File: src/rtl/muller_c_pkg.sv
// Shared constants and next-state rule for the clocked Muller C-element bank.
package muller_c_pkg;

    localparam int unsigned CHANNELS_DEF    = 4;
    localparam int unsigned N_IN_DEF        = 3;
    localparam int unsigned SYNC_STAGES_DEF = 2;
    localparam int unsigned CNT_W_DEF       = 8;

    // C-element rule: a rise or fall condition alone drives the output; both or neither hold it.
    function automatic logic cel_next(input logic cur, input logic rise_ok, input logic fall_ok);
        logic nxt;
        nxt = cur;
        if (rise_ok && !fall_ok) begin
            nxt = 1'b1;
        end else if (fall_ok && !rise_ok) begin
            nxt = 1'b0;
        end
        return nxt;
    endfunction

endpackage

File: src/rtl/muller_c_cell.sv
// One clocked C-element channel: input synchroniser, state flop, edge pulses, saturating counter.
module muller_c_cell
    import muller_c_pkg::*;
#(
    parameter int unsigned N_IN        = N_IN_DEF,
    parameter int unsigned SYNC_STAGES = SYNC_STAGES_DEF,
    parameter int unsigned CNT_W       = CNT_W_DEF,
    parameter logic        RESET_VAL   = 1'b0
) (
    input  logic             clk,
    input  logic             rst,
    input  logic [N_IN-1:0]  in_data,
    input  logic [N_IN-1:0]  plus_mask,
    input  logic [N_IN-1:0]  minus_mask,
    input  logic             en,
    input  logic             clr_cnt,
    output logic             c_out,
    output logic             c_rise,
    output logic             c_fall,
    output logic [CNT_W-1:0] trans_cnt
);

    localparam logic [CNT_W-1:0] CNT_MAX = '1;

    logic [N_IN-1:0] sync_q [SYNC_STAGES];
    logic [N_IN-1:0] s;
    logic            rise_ok_c;
    logic            fall_ok_c;
    logic            next_c;

    assign s = sync_q[SYNC_STAGES-1];

    // Input synchroniser chain; keeps sampling regardless of en.
    always_ff @(posedge clk or posedge rst) begin
        if (rst) begin
            for (int k = 0; k < SYNC_STAGES; k++) begin
                sync_q[k] <= '0;
            end
        end else begin
            sync_q[0] <= in_data;
            for (int k = 1; k < SYNC_STAGES; k++) begin
                sync_q[k] <= sync_q[k-1];
            end
        end
    end

    // Masked-off inputs are forced true so they drop out of the AND; empty sets evaluate to 1.
    always_comb begin
        rise_ok_c = &(s | minus_mask);
        fall_ok_c = &(~s | plus_mask);
        next_c    = cel_next(c_out, rise_ok_c, fall_ok_c);
    end

    // Element state and one-cycle edge pulses, frozen while en is low.
    always_ff @(posedge clk or posedge rst) begin
        if (rst) begin
            c_out  <= RESET_VAL;
            c_rise <= 1'b0;
            c_fall <= 1'b0;
        end else if (en) begin
            c_out  <= next_c;
            c_rise <= next_c & ~c_out;
            c_fall <= ~next_c & c_out;
        end else begin
            c_rise <= 1'b0;
            c_fall <= 1'b0;
        end
    end

    // Saturating transition counter; clear wins over a coincident transition.
    always_ff @(posedge clk or posedge rst) begin
        if (rst) begin
            trans_cnt <= '0;
        end else if (clr_cnt) begin
            trans_cnt <= '0;
        end else if (en && (next_c != c_out) && (trans_cnt != CNT_MAX)) begin
            trans_cnt <= trans_cnt + CNT_W'(1);
        end
    end

endmodule

File: src/rtl/muller_c_array.sv
// Bank of CHANNELS independent clocked Muller C-elements sharing masks, enable and counter clear.
module muller_c_array
    import muller_c_pkg::*;
#(
    parameter int unsigned CHANNELS    = CHANNELS_DEF,
    parameter int unsigned N_IN        = N_IN_DEF,
    parameter int unsigned SYNC_STAGES = SYNC_STAGES_DEF,
    parameter int unsigned CNT_W       = CNT_W_DEF,
    parameter logic        RESET_VAL   = 1'b0
) (
    input  logic                      clk,
    input  logic                      rst,
    input  logic [CHANNELS*N_IN-1:0]  in_data,
    input  logic [N_IN-1:0]           plus_mask,
    input  logic [N_IN-1:0]           minus_mask,
    input  logic                      en,
    input  logic                      clr_cnt,
    output logic [CHANNELS-1:0]       c_out,
    output logic [CHANNELS-1:0]       c_rise,
    output logic [CHANNELS-1:0]       c_fall,
    output logic                      all_equal,
    output logic [CHANNELS*CNT_W-1:0] trans_cnt
);

    // One cell per channel; channels share nothing but the control inputs.
    for (genvar c = 0; c < CHANNELS; c++) begin : g_cell
        muller_c_cell #(
            .N_IN        (N_IN),
            .SYNC_STAGES (SYNC_STAGES),
            .CNT_W       (CNT_W),
            .RESET_VAL   (RESET_VAL)
        ) u_cell (
            .clk        (clk),
            .rst        (rst),
            .in_data    (in_data[c*N_IN +: N_IN]),
            .plus_mask  (plus_mask),
            .minus_mask (minus_mask),
            .en         (en),
            .clr_cnt    (clr_cnt),
            .c_out      (c_out[c]),
            .c_rise     (c_rise[c]),
            .c_fall     (c_fall[c]),
            .trans_cnt  (trans_cnt[c*CNT_W +: CNT_W])
        );
    end

    // Combinational agreement flag across all element outputs.
    assign all_equal = (&c_out) | ~(|c_out);

endmodule

File: config.mk
export PLATFORM = sky130hd
export DESIGN_NAME = muller_c_array
export DESIGN_NICKNAME = d
export VERILOG_FILES = /design/src/rtl/muller_c_pkg.sv /design/src/rtl/muller_c_cell.sv /design/src/rtl/muller_c_array.sv
export SDC_FILE = /design/constraint.sdc
export NUM_CORES = 1
export LEC_CHECK = 0
export ABC_AREA = 1
export CORE_ASPECT_RATIO = 1.1
export CORE_MARGIN = 2
export CORE_UTILIZATION = 59
export CTS_BUF_LIST = sky130_fd_sc_hd__clkbuf_8
export DETAILED_ROUTE_END_ITERATION = 7
export DONT_BUFFER_PORTS = 1
export PLACE_DENSITY = 0.78
export SYNTH_ARGS = -nofsm -noshare
export SYNTH_HDL_FRONTEND = slang
export SYNTH_SLANG_ARGS = --single-unit
File: constraint.sdc
create_clock -name clk -period 2.2 [get_ports clk]
set_input_delay 0.55 -clock clk [delete_from_list [all_inputs] [get_ports clk]]
set_output_delay 0.55 -clock clk [all_outputs]
set_load 0.005 [all_outputs]
==> results of run 1 <==
==> cells by family (layout without fill, tap and decap cells) <==
logic type | after synthesis | in the layout | share of synthesized area
flip-flops | 68 | 68 | 0.4965
buffers and inverters | 67 | 70 | 0.08689
multiplexers | 2 | 2 | 0.005842
AO/OA/AOI/OAI | 23 | 23 | 0.03834
adder cells (fa/ha/maj) | 12 | 12 | 0.04381
XOR/XNOR | 13 | 13 | 0.03322
AND/OR/NAND/NOR | 226 | 226 | 0.2954
==> worst min-delay path by stage <==
stage,slack (ns),end,cells past startpoint,startpoint
floorplan,0.33,g_cell[0].u_cell.s[0],0,g_cell[0].u_cell.sync_q[3]
global placement,0.33,g_cell[3].u_cell.s[0],0,g_cell[3].u_cell.sync_q[3]
detailed placement,0.33,g_cell[0].u_cell.s[0],0,g_cell[0].u_cell.sync_q[3]
CTS,0.13,g_cell[1].u_cell.trans_cnt[6],1,rst
global route,0.17,g_cell[1].u_cell.trans_cnt[4],1,rst
finish,0.13,g_cell[1].u_cell.trans_cnt[6],1,rst
==> power groups by stage <==
stage,logic [mW],clock network [mW],registers (mW)
after floorplan,0.318,0,1.40
after global placement,0.334,0,1.43
after detailed placement,0.341,0,1.43
after CTS,0.343,1.09,1.40
after global routing,0.400,1.14,1.41
final,0.338,1.06,1.40
==> registers in the layout (all words and copies together), names as in the netlist <==
register,count
g_cell.u_cell.sync_q,12
g_cell.u_cell.c_out,4
g_cell.u_cell.trans_cnt,32
g_cell.u_cell.c_fall,4
g_cell.u_cell.c_rise,4
g_cell.u_cell.s,12
==> worst max-delay path, delay by kind of cell (launching register included) <==
family                   cells  cell delay, ns
AO/OA/AOI/OAI                1            0.18
flip-flops                   1            0.38
adder cells (fa/ha/maj)      1            0.27
buffers and inverters        3            0.15
AND/OR/NAND/NOR              7            0.84
==> per-layer routing <==
layer / routed length [µm] / vias to the layer above
met5: 0 / -
met4: 76 / 0
met3: 340 / 9
met2: 3282 / 59
met1: 2588 / 1172
li1: - / 1263
==> cell usage after synthesis (all sizes together) <==
master / instances / area [µm²]
xor2: 9 / 78.83
xnor2: 4 / 35.03
nand4: 5 / 31.28
clkbuf: 3 / 11.26
or2: 10 / 62.56
buf: 13 / 95.09
ha: 12 / 150.1
a21oi: 7 / 46.30
a21o: 1 / 7.510
nor3b: 2 / 15.01
mux2i: 2 / 20.02
nand3: 44 / 225.2
nand2: 129 / 509.2
nor3: 1 / 5.000
o21ai: 14 / 70.07
o21bai: 1 / 7.510
inv: 51 / 191.4
nor2: 35 / 163.9
dfrtp: 68 / 1702
==> cell type report <==
class / instances / area share
Clock buffer: 9 / 0.03382
Clock inverter: 7 / 0.02255
Inverter: 51 / 0.05330
Multi-Input combinational cell: 276 / 0.3898
Sequential cell: 68 / 0.4646
Tap cell: 77 / 0.02631
Timing Repair Buffer: 3 / 0.009566
==> impl_metrics.xml, run 1 <==
<?xml version="1.0" encoding="UTF-8"?>
<metrics>
  <group name="worst_setup_path">
    <metric name="crit-reg2reg-launch" unit="">g_cell[0].u_cell.s[0]</metric>
    <metric name="crit_path_frequent_cell" unit="">sky130_fd_sc_hd__nand2_1</metric>
    <metric name="r2r_cells" unit="">12</metric>
    <metric name="worst_path_max_delay_cell" unit="">sky130_fd_sc_hd__dfrtp_1</metric>
    <metric name="worst_setup_path_endpoint" unit="">g_cell[0].u_cell.trans_cnt[7]</metric>
    <metric name="criticalPathCategory" unit="">flop to flop</metric>
    <metric name="worstPathCellList" unit="">or2_2, nand3_1, nand2_1, nand2_1, inv_1, ha_1, nor2_2, inv_2, a21oi_4, nand3_1, nand2_1, inv_1</metric>
    <metric name="setup.worst_path.start" unit="">g_cell[0].u_cell.s[0]</metric>
    <metric name="crit_path_end_kind" unit="">flop</metric>
    <metric name="critical_path.max_stage_delay" unit="ns">0.38</metric>
    <metric name="rr_endpoint" unit="">g_cell[0].u_cell.trans_cnt[7]</metric>
    <metric name="crit_path_start_kind" unit="">flop</metric>
    <metric name="critical_path.max_fanout" unit="">6</metric>
    <metric name="cp.required" unit="ns">2.43</metric>
    <metric name="r2r_slack" unit="ns">0.27</metric>
    <metric name="worst_path_arrival" unit="ns">2.16</metric>
  </group>
  <group name="power_and_ir_drop">
    <metric name="internal-power" unit="mW">1.986</metric>
    <metric name="power_switching_share" unit="">0.2900</metric>
    <metric name="power.share.combinational" unit="">0.121</metric>
    <metric name="powerDensity" unit="nW/µm²">764.0</metric>
    <metric name="leakage" unit="nW">1.902</metric>
    <metric name="seqPwrFrac" unit="">0.501</metric>
    <metric name="report.power.total" unit="mW">2.798</metric>
    <metric name="max-vdd-ir-drop" unit="µV">583.7</metric>
    <metric name="p_switching" unit="µW">811.5</metric>
    <metric name="pwr-share-clk" unit="">0.378</metric>
  </group>
  <group name="synth">
    <metric name="synth_sequential_area_ratio" unit="">0.4965</metric>
    <metric name="synth_warnings" unit="">0</metric>
    <metric name="ys_seq_elements" unit="">68</metric>
    <metric name="synthesis.area" unit="µm²">3427</metric>
    <metric name="syn_avg_cell_area" unit="µm²">8.338</metric>
    <metric name="post_synth_num_cell_types" unit="">27</metric>
    <metric name="number_of_instances_in_the_synthesized_netlist" unit="">411</metric>
    <metric name="postSynthNetCount" unit="">445</metric>
  </group>
  <group name="floorplanning">
    <metric name="rows" unit="">29</metric>
    <metric name="die_span_in_y" unit="µm">83.94</metric>
    <metric name="floorplan.die.width" unit="µm">76.67</metric>
    <metric name="floorplan.initialDensity" unit="">0.6016</metric>
    <metric name="die-area" unit="µm²">6435</metric>
    <metric name="design.core.area" unit="µm²">5697</metric>
    <metric name="io-pin-count" unit="">67</metric>
  </group>
  <group name="grt">
    <metric name="groute.layer.met2.usage" unit="">0.3931</metric>
    <metric name="wire_length_of_the_first_global_routing_pass" unit="µm">11230</metric>
    <metric name="largest_net_degree_at_the_start_of_global_routing" unit="">30</metric>
    <metric name="via_count_of_the_first_global_routing_pass" unit="">2528</metric>
    <metric name="global_route.usage.total" unit="">0.2181</metric>
    <metric name="global_route.usage.met3" unit="">0.06602</metric>
    <metric name="global_route_congestion_overflow_total" unit="">0</metric>
    <metric name="grt_antenna_before_repair" unit="">0</metric>
    <metric name="groute.layer.met1.usage" unit="">0.2412</metric>
    <metric name="grt-busiest-layer" unit="">met2</metric>
  </group>
  <group name="sta">
    <metric name="slew_violations" unit="">0</metric>
    <metric name="final_period_minus_worst_setup_slack" unit="ns">1.931</metric>
    <metric name="rsz0062_at_grt" unit="">false</metric>
    <metric name="finalSetupTns" unit="ns">0</metric>
    <metric name="slew_headroom" unit="">0.5445</metric>
    <metric name="final_min_period_over_clock_period" unit="">0.8775</metric>
    <metric name="count_of_final_setup_violators" unit="">0</metric>
    <metric name="worst_clock_skew" unit="ns">0.008130</metric>
    <metric name="fin_worst_hold_slack" unit="ns">0.1253</metric>
    <metric name="layout_setup_ws" unit="ns">0.2694</metric>
    <metric name="clock.fmax" unit="GHz">0.5180</metric>
    <metric name="final-hold-violation-count" unit="">0</metric>
    <metric name="timing_worst_slew_pin_value" unit="ns">0.6825</metric>
  </group>
  <group name="drt">
    <metric name="avgViaCountPerCell" unit="">5.098</metric>
    <metric name="wl_per_cell" unit="µm">12.80</metric>
    <metric name="antenna_violating_nets_post_route" unit="">0</metric>
    <metric name="drt_pass1_iterations" unit="">4</metric>
    <metric name="route.final.wire_length" unit="µm">6287</metric>
    <metric name="drcViolationCount" unit="">0</metric>
    <metric name="initialDrtViolationCount" unit="">92</metric>
    <metric name="dr_total_vias" unit="">2503</metric>
  </group>
  <group name="layout">
    <metric name="final_layout_size_suffix_gt1_frac" unit="">0.1232</metric>
    <metric name="number_of_antenna_cells_inserted" unit="">0</metric>
    <metric name="multi_input_comb_area" unit="µm²">1428</metric>
    <metric name="filler_cell_count" unit="">490</metric>
    <metric name="layout.core_utilization" unit="">0.6429</metric>
    <metric name="fin_nets" unit="">443</metric>
    <metric name="final_cell_mix" unit="">sky130_fd_sc_hd__nand2_1 (123), sky130_fd_sc_hd__dfrtp_1 (68), sky130_fd_sc_hd__inv_1 (46), sky130_fd_sc_hd__nand3_1 (43), sky130_fd_sc_hd__nor2_1 (26)</metric>
    <metric name="syn_to_final_growth" unit="%">6.864</metric>
    <metric name="post_layout_nonfiller_instances" unit="">491</metric>
    <metric name="layout.area.seq" unit="µm²">1702</metric>
    <metric name="layout.cells.most_common" unit="">sky130_fd_sc_hd__nand2_1</metric>
    <metric name="final_area" unit="µm²">3662</metric>
  </group>
  <group name="cts">
    <metric name="cts.sinks" unit="">68</metric>
    <metric name="htree_num_levels" unit="">3</metric>
    <metric name="post_cts_resized" unit="">0</metric>
    <metric name="post-cts-setup-buffers" unit="">0</metric>
    <metric name="cts_root_buf" unit="">sky130_fd_sc_hd__clkbuf_8</metric>
    <metric name="clk_pin_slew_worst_paths" unit="ns">0.08</metric>
    <metric name="buffer_levels_on_the_longest_clock_path" unit="">2</metric>
    <metric name="tritoncts" unit="">done</metric>
    <metric name="worstSkewPairLatency" unit="ns">0.33</metric>
    <metric name="hold_buffers" unit="">0</metric>
    <metric name="cts_inserted_buffers" unit="">9</metric>
  </group>
  <group name="outcome">
    <metric name="status" unit="">completed</metric>
  </group>
  <group name="hold_path">
    <metric name="hold_path.class" unit="">input pin to async pin</metric>
  </group>
  <group name="place">
    <metric name="post-dp-hpwl" unit="µm">4760</metric>
    <metric name="placed_cells" unit="">475</metric>
    <metric name="routabilityCongestion" unit="">0.8170</metric>
    <metric name="numPortBuffers" unit="">0</metric>
    <metric name="detailed_place.area" unit="µm²">3456</metric>
    <metric name="place_ws" unit="ns">0.08685</metric>
  </group>
  <group name="run">
    <metric name="drv_cap" unit="">0</metric>
  </group>
</metrics>
No activity file was read; power rests on OpenSTA's default activity.
==> inputs of run 2 (changes only) <==
clock period = 1.7 ns   (was 2.2 ns; I/O delays follow)
==> run 2 against run 1 <==
Effect of this change:
- the flow now finishes with violations (negative setup slack)
- core utilization up 10 points
- die area unchanged
- non-clock buffer count up 31
- sequential share of layout area down 6.4 points
- total power up 45%
- largest cell class is now multi-input combinational cells
- highest routed layer unchanged
==> impl_metrics.xml, run 2 (synthesized netlist as in run 1, its figures left out) <==
<?xml version="1.0" encoding="UTF-8"?>
<metrics>
  <group name="outcome">
    <metric name="status" unit="">finished, violations left</metric>
    <metric name="failing_checks" unit="">negative setup slack</metric>
  </group>
  <group name="power_and_ir_drop">
    <metric name="powerDensity" unit="nW/µm²">958.2</metric>
    <metric name="report.power.total" unit="mW">4.070</metric>
    <metric name="max-vdd-ir-drop" unit="µV">793.9</metric>
    <metric name="leakage" unit="nW">2.097</metric>
  </group>
  <group name="grt">
    <metric name="global_route_congestion_overflow_total" unit="">0</metric>
    <metric name="via_count_of_the_first_global_routing_pass" unit="">2742</metric>
    <metric name="wire_length_of_the_first_global_routing_pass" unit="µm">12400</metric>
    <metric name="global_route.usage.total" unit="">0.2449</metric>
    <metric name="largest_net_degree_at_the_start_of_global_routing" unit="">43</metric>
    <metric name="grt_antenna_before_repair" unit="">0</metric>
  </group>
  <group name="cts">
    <metric name="cts_root_buf" unit="">sky130_fd_sc_hd__clkbuf_8</metric>
    <metric name="cts_inserted_buffers" unit="">9</metric>
    <metric name="cts.sinks" unit="">68</metric>
    <metric name="hold_buffers" unit="">0</metric>
    <metric name="htree_num_levels" unit="">3</metric>
    <metric name="tritoncts" unit="">done</metric>
    <metric name="buffer_levels_on_the_longest_clock_path" unit="">2</metric>
    <metric name="worstSkewPairLatency" unit="ns">0.36</metric>
    <metric name="clk_pin_slew_worst_paths" unit="ns">0.09</metric>
  </group>
  <group name="worst_setup_path">
    <metric name="worst_path_arrival" unit="ns">1.99</metric>
    <metric name="worstPathCellList" unit="">or2_4, nand3_2, nand2_2, nand2_2, inv_2, ha_4, nor2_4, inv_2, a21oi_4, nand3_2, nand2_1, inv_1</metric>
    <metric name="cp.required" unit="ns">1.96</metric>
    <metric name="critical_path.max_fanout" unit="">6</metric>
    <metric name="critical_path.max_stage_delay" unit="ns">0.39</metric>
    <metric name="crit_path_end_kind" unit="">flop</metric>
    <metric name="crit_path_start_kind" unit="">flop</metric>
    <metric name="worst_path_max_delay_cell" unit="">sky130_fd_sc_hd__dfrtp_1</metric>
    <metric name="criticalPathCategory" unit="">flop to flop</metric>
  </group>
  <group name="floorplanning">
    <metric name="rows" unit="">29</metric>
    <metric name="floorplan.initialDensity" unit="">0.6016</metric>
    <metric name="floorplan.die.width" unit="µm">76.67</metric>
    <metric name="die-area" unit="µm²">6435</metric>
    <metric name="die_span_in_y" unit="µm">83.94</metric>
    <metric name="design.core.area" unit="µm²">5697</metric>
    <metric name="io-pin-count" unit="">67</metric>
  </group>
  <group name="sta">
    <metric name="clock.fmax" unit="GHz">0.5770</metric>
    <metric name="final_min_period_over_clock_period" unit="">1.019</metric>
    <metric name="count_of_final_setup_violators" unit="">12</metric>
    <metric name="slew_violations" unit="">0</metric>
    <metric name="fin_worst_hold_slack" unit="ns">0.01826</metric>
    <metric name="slew_headroom" unit="">0.6429</metric>
    <metric name="finalSetupTns" unit="ns">-0.1464</metric>
    <metric name="timing_worst_slew_pin_value" unit="ns">0.5356</metric>
    <metric name="final_period_minus_worst_setup_slack" unit="ns">1.733</metric>
    <metric name="final-hold-violation-count" unit="">0</metric>
    <metric name="worst_clock_skew" unit="ns">0.01155</metric>
    <metric name="layout_setup_ws" unit="ns">-0.03312</metric>
    <metric name="rsz0062_at_grt" unit="">true</metric>
  </group>
  <group name="drt">
    <metric name="met3RoutedLength" unit="µm">405</metric>
    <metric name="topRoutingLayerUsed" unit="">met4</metric>
    <metric name="route.final.wire_length" unit="µm">7762</metric>
    <metric name="dr_total_vias" unit="">2766</metric>
    <metric name="drt_pass1_iterations" unit="">4</metric>
    <metric name="avgViaCountPerCell" unit="">5.299</metric>
    <metric name="routedLengthMet1" unit="µm">3097</metric>
    <metric name="wl_per_cell" unit="µm">14.87</metric>
    <metric name="detailroute.wirelength.met2" unit="µm">4042</metric>
    <metric name="antenna_violating_nets_post_route" unit="">0</metric>
    <metric name="initialDrtViolationCount" unit="">126</metric>
    <metric name="drcViolationCount" unit="">0</metric>
  </group>
  <group name="run">
    <metric name="drv_cap" unit="">0</metric>
  </group>
  <group name="place">
    <metric name="detailed_place.area" unit="µm²">3592</metric>
    <metric name="post-dp-hpwl" unit="µm">4817</metric>
    <metric name="numPortBuffers" unit="">0</metric>
    <metric name="placed_cells" unit="">486</metric>
    <metric name="routabilityCongestion" unit="">0.8805</metric>
    <metric name="place_ws" unit="ns">-0.2309</metric>
  </group>
  <group name="layout">
    <metric name="largest_register_ffs" unit="">32</metric>
    <metric name="post_layout_nonfiller_instances" unit="">522</metric>
    <metric name="layout.cells.most_common" unit="">sky130_fd_sc_hd__nand2_1</metric>
    <metric name="largest_register" unit="">g_cell.u_cell.trans_cnt</metric>
    <metric name="final_cell_mix" unit="">sky130_fd_sc_hd__nand2_1 (94), sky130_fd_sc_hd__dfrtp_1 (68), sky130_fd_sc_hd__inv_1 (37), sky130_fd_sc_hd__buf_4 (31), sky130_fd_sc_hd__nand3_1 (30)</metric>
    <metric name="number_of_antenna_cells_inserted" unit="">0</metric>
    <metric name="final_area" unit="µm²">4248</metric>
    <metric name="fin_nets" unit="">474</metric>
    <metric name="layout.core_utilization" unit="">0.7457</metric>
    <metric name="final_layout_size_suffix_gt1_frac" unit="">0.3326</metric>
    <metric name="syn_to_final_growth" unit="%">23.95</metric>
  </group>
  <group name="hold_path">
    <metric name="hold_path.class" unit="">input pin to async pin</metric>
  </group>
</metrics>
run 2: power by group:
part,total [mW],switching (mW),internal (mW)
clock,1.40,0.700,0.702
sequential,1.80,0.0911,1.71
combinational,0.864,0.479,0.385
run 2: path summary, 6_finish.rpt:
kind	start	endpoint	slack, ns	cells past startpoint
setup / recovery	g_cell[0].u_cell.s[2]	g_cell[0].u_cell.trans_cnt[7]	-0.03	12
hold / removal	rst	g_cell[3].u_cell.trans_cnt[1]	0.02	2
setup reg to reg	g_cell[0].u_cell.s[2]	g_cell[0].u_cell.trans_cnt[7]	-0.03	12
hold reg to reg	g_cell[1].u_cell.sync_q[4]	g_cell[1].u_cell.s[1]	0.34	0
max in group asynchronous	rst	g_cell[1].u_cell.c_out	1.22	2
min in group clk	in_data[0]	g_cell[0].u_cell.sync_q[3]	0.09	0
run 2: cell type report:
cell class / instances / area [µm²]
Timing Repair Buffer: 34 / 275.3
Tap cell: 77 / 96.34
Multi-Input combinational cell: 276 / 1758
Clock buffer: 9 / 123.9
Sequential cell: 68 / 1702
Inverter: 51 / 210.2
Fill cell: 399 / 1449
Clock inverter: 7 / 82.58
run 2: per-layer routing:
layer / vias to the layer above / track usage
met5: - / 0
met4: 0 / 0.1025
met3: 23 / 0.08333
met2: 90 / 0.4226
met1: 1323 / 0.2751
li1: 1330 / -
run 2: timing repair:
item,in CTS,in global routing
resized for setup,37,56
setup endpoints to repair,32,35
pin swaps,31,38
setup buffers,18,4
run 2: critical path, delay by kind of cell, from the launching register on:
| kind | cells | cell delay (ns) |
|---|---|---|
| and+or+nand+nor | 7 | 0.68 |
| DFF | 1 | 0.39 |
| adders and majority gates | 1 | 0.22 |
| AOI/OAI and AO/OA | 1 | 0.20 |
| buffers and inverters | 3 | 0.15 |
==> inputs of run 3 (changes only) <==
CORE_UTILIZATION = 35   (was 59)
PLACE_DENSITY = unset   (was 0.78)
==> run 3 against run 2 <==
Effect of this change:
- the run still ends with negative setup slack left
- cell count grew 5.7%
- design area shrank 2.2%
- die area rose by 65%
- hold slack better by 0.020 ns
- flip-flop and latch count unchanged
- critical path depth rose by 1
- worst setup slack got worse by 0.013 ns
- global-route usage fell by 9.7 points
- sequential share of layout area up 0.88 points
- critical path type unchanged
- wire length shrank 6.3%
- clock power down 6%
==> impl_metrics.xml, run 3 (synthesized netlist as in run 1, its figures left out) <==
<?xml version="1.0" encoding="UTF-8"?>
<metrics>
  <group name="outcome">
    <metric name="status" unit="">finished, violations left</metric>
    <metric name="failing_checks" unit="">negative setup slack</metric>
  </group>
  <group name="drt">
    <metric name="route.final.wire_length" unit="µm">7272</metric>
    <metric name="avgViaCountPerCell" unit="">4.739</metric>
    <metric name="antenna_violating_nets_post_route" unit="">0</metric>
    <metric name="drt_pass1_iterations" unit="">4</metric>
    <metric name="wl_per_cell" unit="µm">13.17</metric>
    <metric name="initialDrtViolationCount" unit="">107</metric>
    <metric name="dr_total_vias" unit="">2616</metric>
    <metric name="drcViolationCount" unit="">0</metric>
  </group>
  <group name="grt">
    <metric name="groute.layer.met2.usage" unit="">0.2430</metric>
    <metric name="largest_net_degree_at_the_start_of_global_routing" unit="">69</metric>
    <metric name="global_route.usage.met3" unit="">0.04416</metric>
    <metric name="groute.layer.met1.usage" unit="">0.1837</metric>
    <metric name="via_count_of_the_first_global_routing_pass" unit="">2632</metric>
    <metric name="grt_antenna_before_repair" unit="">0</metric>
    <metric name="global_route.usage.total" unit="">0.1480</metric>
    <metric name="global_route_congestion_overflow_total" unit="">0</metric>
    <metric name="wire_length_of_the_first_global_routing_pass" unit="µm">12550</metric>
    <metric name="grt-busiest-layer" unit="">met2</metric>
  </group>
  <group name="worst_setup_path">
    <metric name="crit_path_end_kind" unit="">flop</metric>
    <metric name="worst_path_arrival" unit="ns">2.03</metric>
    <metric name="cp.required" unit="ns">1.99</metric>
    <metric name="crit_path_start_kind" unit="">flop</metric>
    <metric name="criticalPathCategory" unit="">flop to flop</metric>
    <metric name="critical_path.max_fanout" unit="">2</metric>
  </group>
  <group name="sta">
    <metric name="clock.fmax" unit="GHz">0.5726</metric>
    <metric name="final-hold-violation-count" unit="">0</metric>
    <metric name="final_period_minus_worst_setup_slack" unit="ns">1.746</metric>
    <metric name="slew_headroom" unit="">0.7601</metric>
    <metric name="slew_violations" unit="">0</metric>
    <metric name="rsz0062_at_grt" unit="">true</metric>
    <metric name="worst_clock_skew" unit="ns">0.009064</metric>
    <metric name="count_of_final_setup_violators" unit="">2</metric>
    <metric name="timing_worst_slew_pin_value" unit="ns">0.3599</metric>
    <metric name="layout_setup_ws" unit="ns">-0.04648</metric>
    <metric name="final_min_period_over_clock_period" unit="">1.027</metric>
  </group>
  <group name="power_and_ir_drop">
    <metric name="leakage" unit="nW">2.036</metric>
    <metric name="power.share.combinational" unit="">0.193</metric>
    <metric name="powerDensity" unit="nW/µm²">927.1</metric>
    <metric name="internal-power" unit="mW">2.705</metric>
    <metric name="max-vdd-ir-drop" unit="µV">567.4</metric>
    <metric name="power_switching_share" unit="">0.2979</metric>
    <metric name="pwr-share-clk" unit="">0.339</metric>
    <metric name="seqPwrFrac" unit="">0.468</metric>
    <metric name="report.power.total" unit="mW">3.853</metric>
    <metric name="p_switching" unit="mW">1.148</metric>
  </group>
  <group name="cts">
    <metric name="htree_num_levels" unit="">3</metric>
    <metric name="cts_root_buf" unit="">sky130_fd_sc_hd__clkbuf_8</metric>
    <metric name="clk_pin_slew_worst_paths" unit="ns">0.08</metric>
    <metric name="buffer_levels_on_the_longest_clock_path" unit="">2</metric>
    <metric name="cts_inserted_buffers" unit="">9</metric>
    <metric name="cts.sinks" unit="">68</metric>
    <metric name="tritoncts" unit="">done</metric>
    <metric name="worstSkewPairLatency" unit="ns">0.35</metric>
  </group>
  <group name="layout">
    <metric name="layout.area.seq" unit="µm²">1702</metric>
    <metric name="filler_cell_count" unit="">944</metric>
    <metric name="multi_input_comb_area" unit="µm²">1713</metric>
    <metric name="number_of_antenna_cells_inserted" unit="">0</metric>
    <metric name="largest_register" unit="">g_cell.u_cell.trans_cnt</metric>
    <metric name="fin_nets" unit="">465</metric>
    <metric name="final_layout_size_suffix_gt1_frac" unit="">0.3057</metric>
    <metric name="syn_to_final_growth" unit="%">21.29</metric>
    <metric name="layout.cells.most_common" unit="">sky130_fd_sc_hd__nand2_1</metric>
    <metric name="largest_register_ffs" unit="">32</metric>
    <metric name="final_cell_mix" unit="">sky130_fd_sc_hd__nand2_1 (95), sky130_fd_sc_hd__dfrtp_1 (68), sky130_fd_sc_hd__inv_1 (37), sky130_fd_sc_hd__nand3_1 (33), sky130_fd_sc_hd__nand2_2 (28)</metric>
  </group>
  <group name="floorplanning">
    <metric name="die_span_in_y" unit="µm">107.8</metric>
    <metric name="rows" unit="">37</metric>
    <metric name="floorplan.initialDensity" unit="">0.3629</metric>
    <metric name="die-area" unit="µm²">10600</metric>
    <metric name="design.core.area" unit="µm²">9444</metric>
    <metric name="floorplan.die.width" unit="µm">98.35</metric>
    <metric name="io-pin-count" unit="">67</metric>
  </group>
  <group name="place">
    <metric name="routabilityCongestion" unit="">0.8354</metric>
    <metric name="place_ws" unit="ns">-0.2167</metric>
    <metric name="post-dp-hpwl" unit="µm">4995</metric>
    <metric name="numPortBuffers" unit="">0</metric>
  </group>
  <group name="run">
    <metric name="drv_cap" unit="">0</metric>
  </group>
  <group name="hold_path">
    <metric name="hold_path.class" unit="">input pin to async pin</metric>
  </group>
</metrics>
==> run 3: cell types whose count changed in the layout (fill, tap and decap cells not counted), sizes merged <==
cell / before / now
buf: 34 / 25
clkinv: 0 / 2
clkinvlp: 3 / 4
inv: 54 / 50
==> run 3: power groups by stage <==
stage / Clock (mW) / Sequential, mW / Combinational, mW
finish: 1.31 / 1.80 / 0.743
CTS: 1.36 / 1.80 / 0.686
global route: 1.43 / 1.82 / 0.843
global placement: 0 / 1.83 / 0.554
detailed placement: 0 / 1.83 / 0.564
floorplan: 0 / 1.81 / 0.433
==> run 3: worst paths after layout <==
check                                                start                             to  slack (ns)  depth (start not counted)
min in group clk                                in_data[7]     g_cell[2].u_cell.sync_q[4]        0.10                          0
worst max register to register       g_cell[0].u_cell.s[2]  g_cell[0].u_cell.trans_cnt[7]       -0.05                         13
worst max-delay path                 g_cell[0].u_cell.s[2]  g_cell[0].u_cell.trans_cnt[7]       -0.05                         13
max in group asynchronous                              rst  g_cell[0].u_cell.trans_cnt[4]        1.37                          2
worst min register to register  g_cell[1].u_cell.sync_q[5]          g_cell[1].u_cell.s[2]        0.35                          0
worst min-delay path                                   rst     g_cell[2].u_cell.sync_q[3]        0.04                          2
==> run 3: worst max-delay path, cell delays in order, from the launching register on <==
cell                      delay [ns]
sky130_fd_sc_hd__dfrtp_1        0.39
sky130_fd_sc_hd__or2_4          0.23
sky130_fd_sc_hd__nand3_2        0.08
sky130_fd_sc_hd__nand2_2        0.06
sky130_fd_sc_hd__nand2_2        0.07
sky130_fd_sc_hd__inv_2          0.05
sky130_fd_sc_hd__ha_4           0.21
sky130_fd_sc_hd__nor2_4         0.10
sky130_fd_sc_hd__inv_2          0.06
sky130_fd_sc_hd__buf_4          0.12
sky130_fd_sc_hd__buf_4          0.11
sky130_fd_sc_hd__a21oi_1        0.11
sky130_fd_sc_hd__nand2_1        0.06
sky130_fd_sc_hd__inv_1          0.04
==> run 3: final cells by class <==
type / instances / share of cell area
flip-flops and latches: 68 / 0.4094
clock buffers: 9 / 0.02980
clock inverters: 6 / 0.01595
multi-input cells: 276 / 0.4121
inverters: 51 / 0.04937
well taps: 117 / 0.03522
repair buffers: 25 / 0.04816
==> run 3: stage by stage <==
stage | util | area, µm² | hold slack [ns] | std cells | setup TNS [ns]
after floorplan | - | 3485 | 0.3312 | 411 | -0.09163
after global placement | 0.3865 | 3650 | 0.3339 | 527 | -4.087
after detailed placement | 0.3865 | 3650 | 0.3347 | 527 | -4.823
after CTS | 0.4257 | 4020 | 0.04296 | 548 | -0.06674
after global routing | 0.4401 | 4156 | 0.06219 | 552 | -2.172
final | 0.4401 | 4156 | 0.03859 | 552 | -0.05009
==> run 3: layer usage <==
layer	vias up	part of all wire	wire length, µm
li1	1314	-	-
met1	1228	0.43	3126
met2	61	0.50	3625
met3	13	0.053	385
met4	0	0.019	135
met5	-	0	0
==> run 3: what timing repair did <==
action,in CTS,in global routing
endpoints found under the setup margin,32,32
gates resized for setup,40,39
buffers inserted,6,4
pin swaps,30,25
hold buffers,0,0
